**config.mk**
```make
export PLATFORM = sky130hd
export DESIGN_NAME = binary_one_hot_pipe
export DESIGN_NICKNAME = d
export VERILOG_FILES = /design/src/rtl/binary_one_hot_pipe.sv
export SDC_FILE = /design/constraint.sdc
export NUM_CORES = 1
export LEC_CHECK = 0
export CAP_MARGIN = 20
export CORE_MARGIN = 3
export CORE_UTILIZATION = 35
export CTS_CLUSTER_SIZE = 25
export DETAILED_ROUTE_END_ITERATION = 16
export PLACE_DENSITY_LB_ADDON = 0.12
export SYNTH_ARGS = -nofsm -noshare
export SYNTH_HDL_FRONTEND = slang
export SYNTH_SLANG_ARGS = --single-unit
```
**constraint.sdc**
```tcl
create_clock -name Clk_I -period 2.34 [get_ports Clk_I]
set_clock_uncertainty 0.1 [all_clocks]
set_input_delay 0.702 -clock Clk_I [delete_from_list [all_inputs] [get_ports Clk_I]]
set_output_delay 0.702 -clock Clk_I [all_outputs]
set_load 0.1 [all_outputs]
```
**src/rtl/binary_one_hot_pipe.sv**
```systemverilog
// Binary to one-hot / one-cold / thermometer decoder behind a 2-entry
// valid/ready FIFO, with a saturating count of accepted error beats.
module binary_one_hot_pipe #(
    parameter int BINARY  = 4,
    parameter int ONE_HOT = 16
) (
    input  logic               Clk_I,
    input  logic               Rst_I,
    input  logic               In_Valid_I,
    output logic               In_Ready_O,
    input  logic [BINARY-1:0]  Bin_I,
    input  logic [1:0]         Mode_I,
    output logic               Out_Valid_O,
    input  logic               Out_Ready_I,
    output logic [ONE_HOT-1:0] One_Hot_O,
    output logic               Range_Err_O,
    input  logic               Err_Clr_I,
    output logic [7:0]         Err_Count_O
);

    generate
        if (BINARY < 1 || BINARY > 8 ||
            ONE_HOT < 2 || ONE_HOT > (1 << BINARY)) begin : g_bad_param
            $error("binary_one_hot_pipe: illegal BINARY/ONE_HOT");
        end
    endgenerate

    logic [ONE_HOT-1:0] w_hot;
    logic [ONE_HOT-1:0] w_thr;
    logic [ONE_HOT-1:0] w_word;
    logic               w_oob;
    logic               w_err;
    logic               w_push;
    logic               w_pop;
    logic               w_acc_err;

    logic [1:0]         r_cnt;
    logic               r_en;
    logic [ONE_HOT-1:0] r_word0;
    logic [ONE_HOT-1:0] r_word1;
    logic               r_err0;
    logic               r_err1;
    logic [7:0]         r_err_cnt;

    always_comb begin
        w_hot = '0;
        w_thr = '0;
        for (int i = 0; i < ONE_HOT; i++) begin
            w_hot[i] = (i == int'(Bin_I));
            w_thr[i] = (i <= int'(Bin_I));
        end
    end

    // Out-of-range codes fall out naturally for one-hot/one-cold;
    // thermometer would saturate to all ones, so force it to zero.
    always_comb begin
        w_oob = (int'(Bin_I) >= ONE_HOT);
        case (Mode_I)
            2'b00:   w_word = w_hot;
            2'b01:   w_word = ~w_hot;
            2'b10:   w_word = w_oob ? '0 : w_thr;
            default: w_word = '0;
        endcase
        w_err = w_oob | (Mode_I == 2'b11);
    end

    assign In_Ready_O  = r_en & (r_cnt != 2'd2);
    assign Out_Valid_O = (r_cnt != 2'd0);
    assign One_Hot_O   = Out_Valid_O ? r_word0 : '0;
    assign Range_Err_O = Out_Valid_O & r_err0;
    assign Err_Count_O = r_err_cnt;

    assign w_push    = In_Valid_I & In_Ready_O;
    assign w_pop     = Out_Valid_O & Out_Ready_I;
    assign w_acc_err = w_push & w_err;

    // Slot 0 is always the head; push+pop only happens at occupancy 1.
    always_ff @(posedge Clk_I or posedge Rst_I) begin
        if (Rst_I) begin
            r_cnt   <= 2'd0;
            r_en    <= 1'b0;
            r_word0 <= '0;
            r_word1 <= '0;
            r_err0  <= 1'b0;
            r_err1  <= 1'b0;
        end else begin
            r_en <= 1'b1;
            case ({w_push, w_pop})
                2'b10: begin
                    if (r_cnt == 2'd0) begin
                        r_word0 <= w_word;
                        r_err0  <= w_err;
                    end else begin
                        r_word1 <= w_word;
                        r_err1  <= w_err;
                    end
                    r_cnt <= r_cnt + 2'd1;
                end
                2'b01: begin
                    r_word0 <= r_word1;
                    r_err0  <= r_err1;
                    r_cnt   <= r_cnt - 2'd1;
                end
                2'b11: begin
                    r_word0 <= w_word;
                    r_err0  <= w_err;
                end
                default: ;
            endcase
        end
    end

    always_ff @(posedge Clk_I or posedge Rst_I) begin
        if (Rst_I) begin
            r_err_cnt <= 8'd0;
        end else if (Err_Clr_I) begin
            r_err_cnt <= w_acc_err ? 8'd1 : 8'd0;
        end else if (w_acc_err && r_err_cnt != 8'hFF) begin
            r_err_cnt <= r_err_cnt + 8'd1;
        end
    end

endmodule

```
==> results by stage <==
Synth:
- The synthesized net count is 331.
- The count of flip-flops with a built-in enable after synthesis is 0.
- The async set or reset register ratio after synthesis is 100%.
- The distinct cell type count after synthesis is 46.
- After synthesis the cells add up to 0.00265 mm².
- The mean post-synth cell area is 8.37 µm².
- For this run, the number of Yosys warnings is 0.
- Counting every instance in the synthesized netlist gives 317.
- Sequential elements use 42.5% of the synthesized area.
- The synthesized design contains 45 register bits.
- The dominant synthesized flop cell is sky130_fd_sc_hd__dfrtp_1.

Finish:
- Summing all flip-flop and latch instances after layout gives 0.00113 mm².
- The number of antenna diodes in the final layout is 0.
- The layout has 713 filler cells.
- The number of cells in the finished layout apart from fillers is 483.
- The post-layout net count is 397.
- Once layout is complete, the utilization of the core stands at 53.2%.
- The multi-input gate area in the final layout is 0.00143 mm².
- In the layout the commonest cells are 45 x sky130_fd_sc_hd__buf_4, 43 x sky130_fd_sc_hd__dfrtp_1, 33 x sky130_fd_sc_hd__nand2_1, 30 x sky130_fd_sc_hd__o21ai_0, 30 x sky130_fd_sc_hd__buf_12.
- In the final layout, the share of cells above drive strength 1 is 28.9%.
- Compared with the post-synthesis result, the final layout area differs by 46.3%.
- The most common cell after layout, fill and taps aside is sky130_fd_sc_hd__buf_4.

Power and ir drop:
- For this design the total switching power over the nets is 2530 µW.
- The total leakage power is 0.00170 µW.
- The switching part of the total power is 47.2%.
- The worst supply voltage drop on vdd is 0.000567 V.
- The internal portion of the total power is 2820 µW.
- The combinational share of power is 63.8%.
- In this run, the clock network consumes 13.0% of the power.
- For this design the ratio of total power to cell area is 1380 mW/mm².
- The proportion of power drawn by flip-flops and latches is 23.2%.

STA:
- Setup repair after global routing could not meet its margin everywhere.
- The time the final worst path needs with I/O delays and setup is 2.29 ns.
- Setup violations remaining at the end of the flow were counted as 0.
- Hold timing on the final database bottoms out at a slack of 0.380 ns.
- The total count of hold-check failures in the final report is 0.
- The share of the cycle needed by the critical path after routing is 98.0%.
- The max-slew violation count is 0.
- The maximum clock frequency is 0.436 GHz.

Placed design:
- The routability congestion estimate from global placement is 0.870.
- Port buffering added 37 buffers.
- The HPWL after detailed placement is 5000 µm.
- The total instance count after detailed placement is 475.

CTS:
- TritonCTS built the clock tree.
- The number of buffers added by the clock tree synthesis step is 5.
- The H-tree depth is 2.
- The cell sitting at the root of the clock tree is a sky130_fd_sc_hd__clkbuf_8.
- The clock network latency to the later pin of the worst-skew pair is 0.30 ns.
- Post-CTS timing repair inserted 0 buffers for setup.
- After clock tree synthesis, the clock-pin slew on the worst setup and hold paths is 0.09 ns.
- The tree built by TritonCTS fans out to 45 sinks.
- In this run the deepest clock path goes through 2 buffers.

Worst setup path:
- The number of buffers and inverters on the critical path is 1.
- The maximum cell stage delay along the critical path is 0.42 ns.
- On the critical path the largest part of the delay comes from simple AND/OR/NAND/NOR gates.
- The signal on the critical path passes through or2_4 > and2_2 > buf_12.
- The worst endpoint required time is 1.54 ns.
- The nature of the critical path endpoint is an output port.
- In this run the worst path has a maximum fanout of 21.
- STA classifies the critical path startpoint as a flop.
- The path type of the worst setup path is reg -> out.
- For this design, the slowest cell found on the critical path is sky130_fd_sc_hd__dfrtp_1.
- STA puts the critical path data arrival time at 1.49 ns.

Hold path:
- The worst hold path class is reg -> reg.

Floorplan:
- The initial core utilization is 36.4%.
- From left edge to right edge, the die measures 93.1 µm.
- The floorplan step defined a core boundary enclosing 0.00729 mm².
- The die span in y is 93.1 µm.
- The die covers 0.00866 mm².
- Row generation in the floorplan step produced 31 rows.
- The number of top-level pins is 38.

Routing:
- For this run, the detailed router's first-pass iteration total came to 4.
- Using the TritonRoute via totals, the vias-per-cell ratio works out to 5.10.
- The number of DRC markers in iteration 0 is 69.
- For this block, the via count after detailed routing is 2465.
- The detailed-route wire length per cell is 13.7 µm.
- In the routed design, unresolved DRC markers number 0.
- The total wirelength of the detailed-routed design is 6600 µm.
- Once detail routing completed, the nets flagged for antenna violations numbered 0.

Global routing:
- Entering global routing, the biggest net connects 46 pins.
- The initial antenna violation count is 0.
- The wire length of the first global-routing pass is 11200 µm.
- Across every metal layer, demand over resource in global routing totals 16.0%.
- The leftover overflow at the end of global routing is 0.
- The via count of the first global-routing pass is 2329.

Job:
- Max-cap violations in this run came to 0.

Status:
- The run finished with clean final reports.
## layout make-up
type,instances,share of cell area [%]
multi-input cells,238,36.8
flip-flops and latches,45,29.1
repair buffers,85,26.8
well taps,99,3.19
clock buffers,5,1.77
clock inverters,3,1.68
inverters,8,0.774
## path summary, 6_finish.rpt
path	start	to	slack, ns	cells after the start
setup / recovery	r_cnt[1]	One_Hot_O[5]	0.05	3
hold / removal	r_word0[15]	r_word0[15]	0.38	1
setup reg to reg	Err_Count_O[0]	Err_Count_O[3]	0.30	6
hold reg to reg	r_word0[15]	r_word0[15]	0.38	1
max in group asynchronous	Rst_I	Err_Count_O[1]	1.25	3
min in group asynchronous	Rst_I	r_word0[1]	0.64	3
## synthesized netlist by cell type (7+ instances only)
master	instances	area share, %
sky130_fd_sc_hd__dfrtp_1	45	42
sky130_fd_sc_hd__nand2_1	33	4.7
sky130_fd_sc_hd__o21ai_0	30	5.7
sky130_fd_sc_hd__nor2_1	24	3.4
sky130_fd_sc_hd__a21oi_1	19	3.6
sky130_fd_sc_hd__and2_1	19	4.5
sky130_fd_sc_hd__clkbuf_1	18	2.5
sky130_fd_sc_hd__nand3_1	18	3.4
sky130_fd_sc_hd__o211ai_1	12	3.4
sky130_fd_sc_hd__inv_1	8	1.1
sky130_fd_sc_hd__nor3_1	7	1.3
## registers in the layout, indices dropped and copies added (netlist names)
signal       count
r_word0         16
r_word1         16
Err_Count_O      8
r_cnt            2
r_en             1
r_err0           1
r_err1           1
## metrics by stage
| stage | total power, µW | TNS [ns] | instance area, µm² | worst slack, ns |
|---|---|---|---|---|
| 5_1_grt | 5610 | -0.119 | 3880 | -0.0260 |
| 4_1_cts | 5370 | 0 | 3880 | 0.00805 |
| 3_3_place_gp | 4630 | -2.72 | 3740 | -0.209 |
| 2_1_floorplan | 3450 | 0 | 2700 | 0.0750 |
| 3_5_place_dp | 4670 | -3.17 | 3740 | -0.225 |
| 6_report | 5340 | 0 | 3880 | 0.0465 |
## logic make-up (layout without fill, tap and decap cells)
| logic type | after synthesis | in the layout | share of synthesized area, % |
|---|---|---|---|
| AOI/OAI and AO/OA | 92 | 92 | 22.0 |
| xor gates and xnor gates | 6 | 6 | 1.98 |
| adders and majority gates | 3 | 3 | 1.42 |
| buffers and inverters | 34 | 101 | 5.24 |
| DFF | 45 | 45 | 42.5 |
| muxes | 5 | 5 | 2.03 |
| other | 1 | 1 | 0.141 |
| and+or+nand+nor | 131 | 131 | 24.8 |
## power groups by stage
stage	logic [µW]	clock network [µW]	registers, µW
2_1_floorplan	2220	0	1230
3_3_place_gp	3400	0	1240
6_report	3410	694	1240
5_1_grt	3590	739	1280
4_1_cts	3430	707	1240
3_5_place_dp	3420	0	1250
## worst reg2reg max path, delay by kind of cell (launching register included)
family          cells  cell delay [ns]
compound gates      1             0.15
buf+inv             1             0.15
simple gates        3             0.84
flops               1             0.46
fa+ha+maj           1             0.26
## per-layer routing
| metal | routed length (µm) | share of wire [%] | GRT usage (%) | vias to the layer above |
|---|---|---|---|---|
| li1 | - | - | - | 1256 |
| met1 | 3240 | 49 | 21.5 | 1155 |
| met2 | 3060 | 46 | 26.5 | 47 |
| met3 | 186 | 2.8 | 2.49 | 7 |
| met4 | 112 | 1.7 | 5.13 | 0 |
| met5 | 0 | 0 | 0 | - |
## what timing repair did
item | in CTS | in global routing
endpoints found under the setup margin | 17 | 9
cloned | 0 | 0
pin swaps | 0 | 1
gates resized for setup | 1 | 4
hold buffers | 0 | 0
Power figures use the tool's default switching activity.
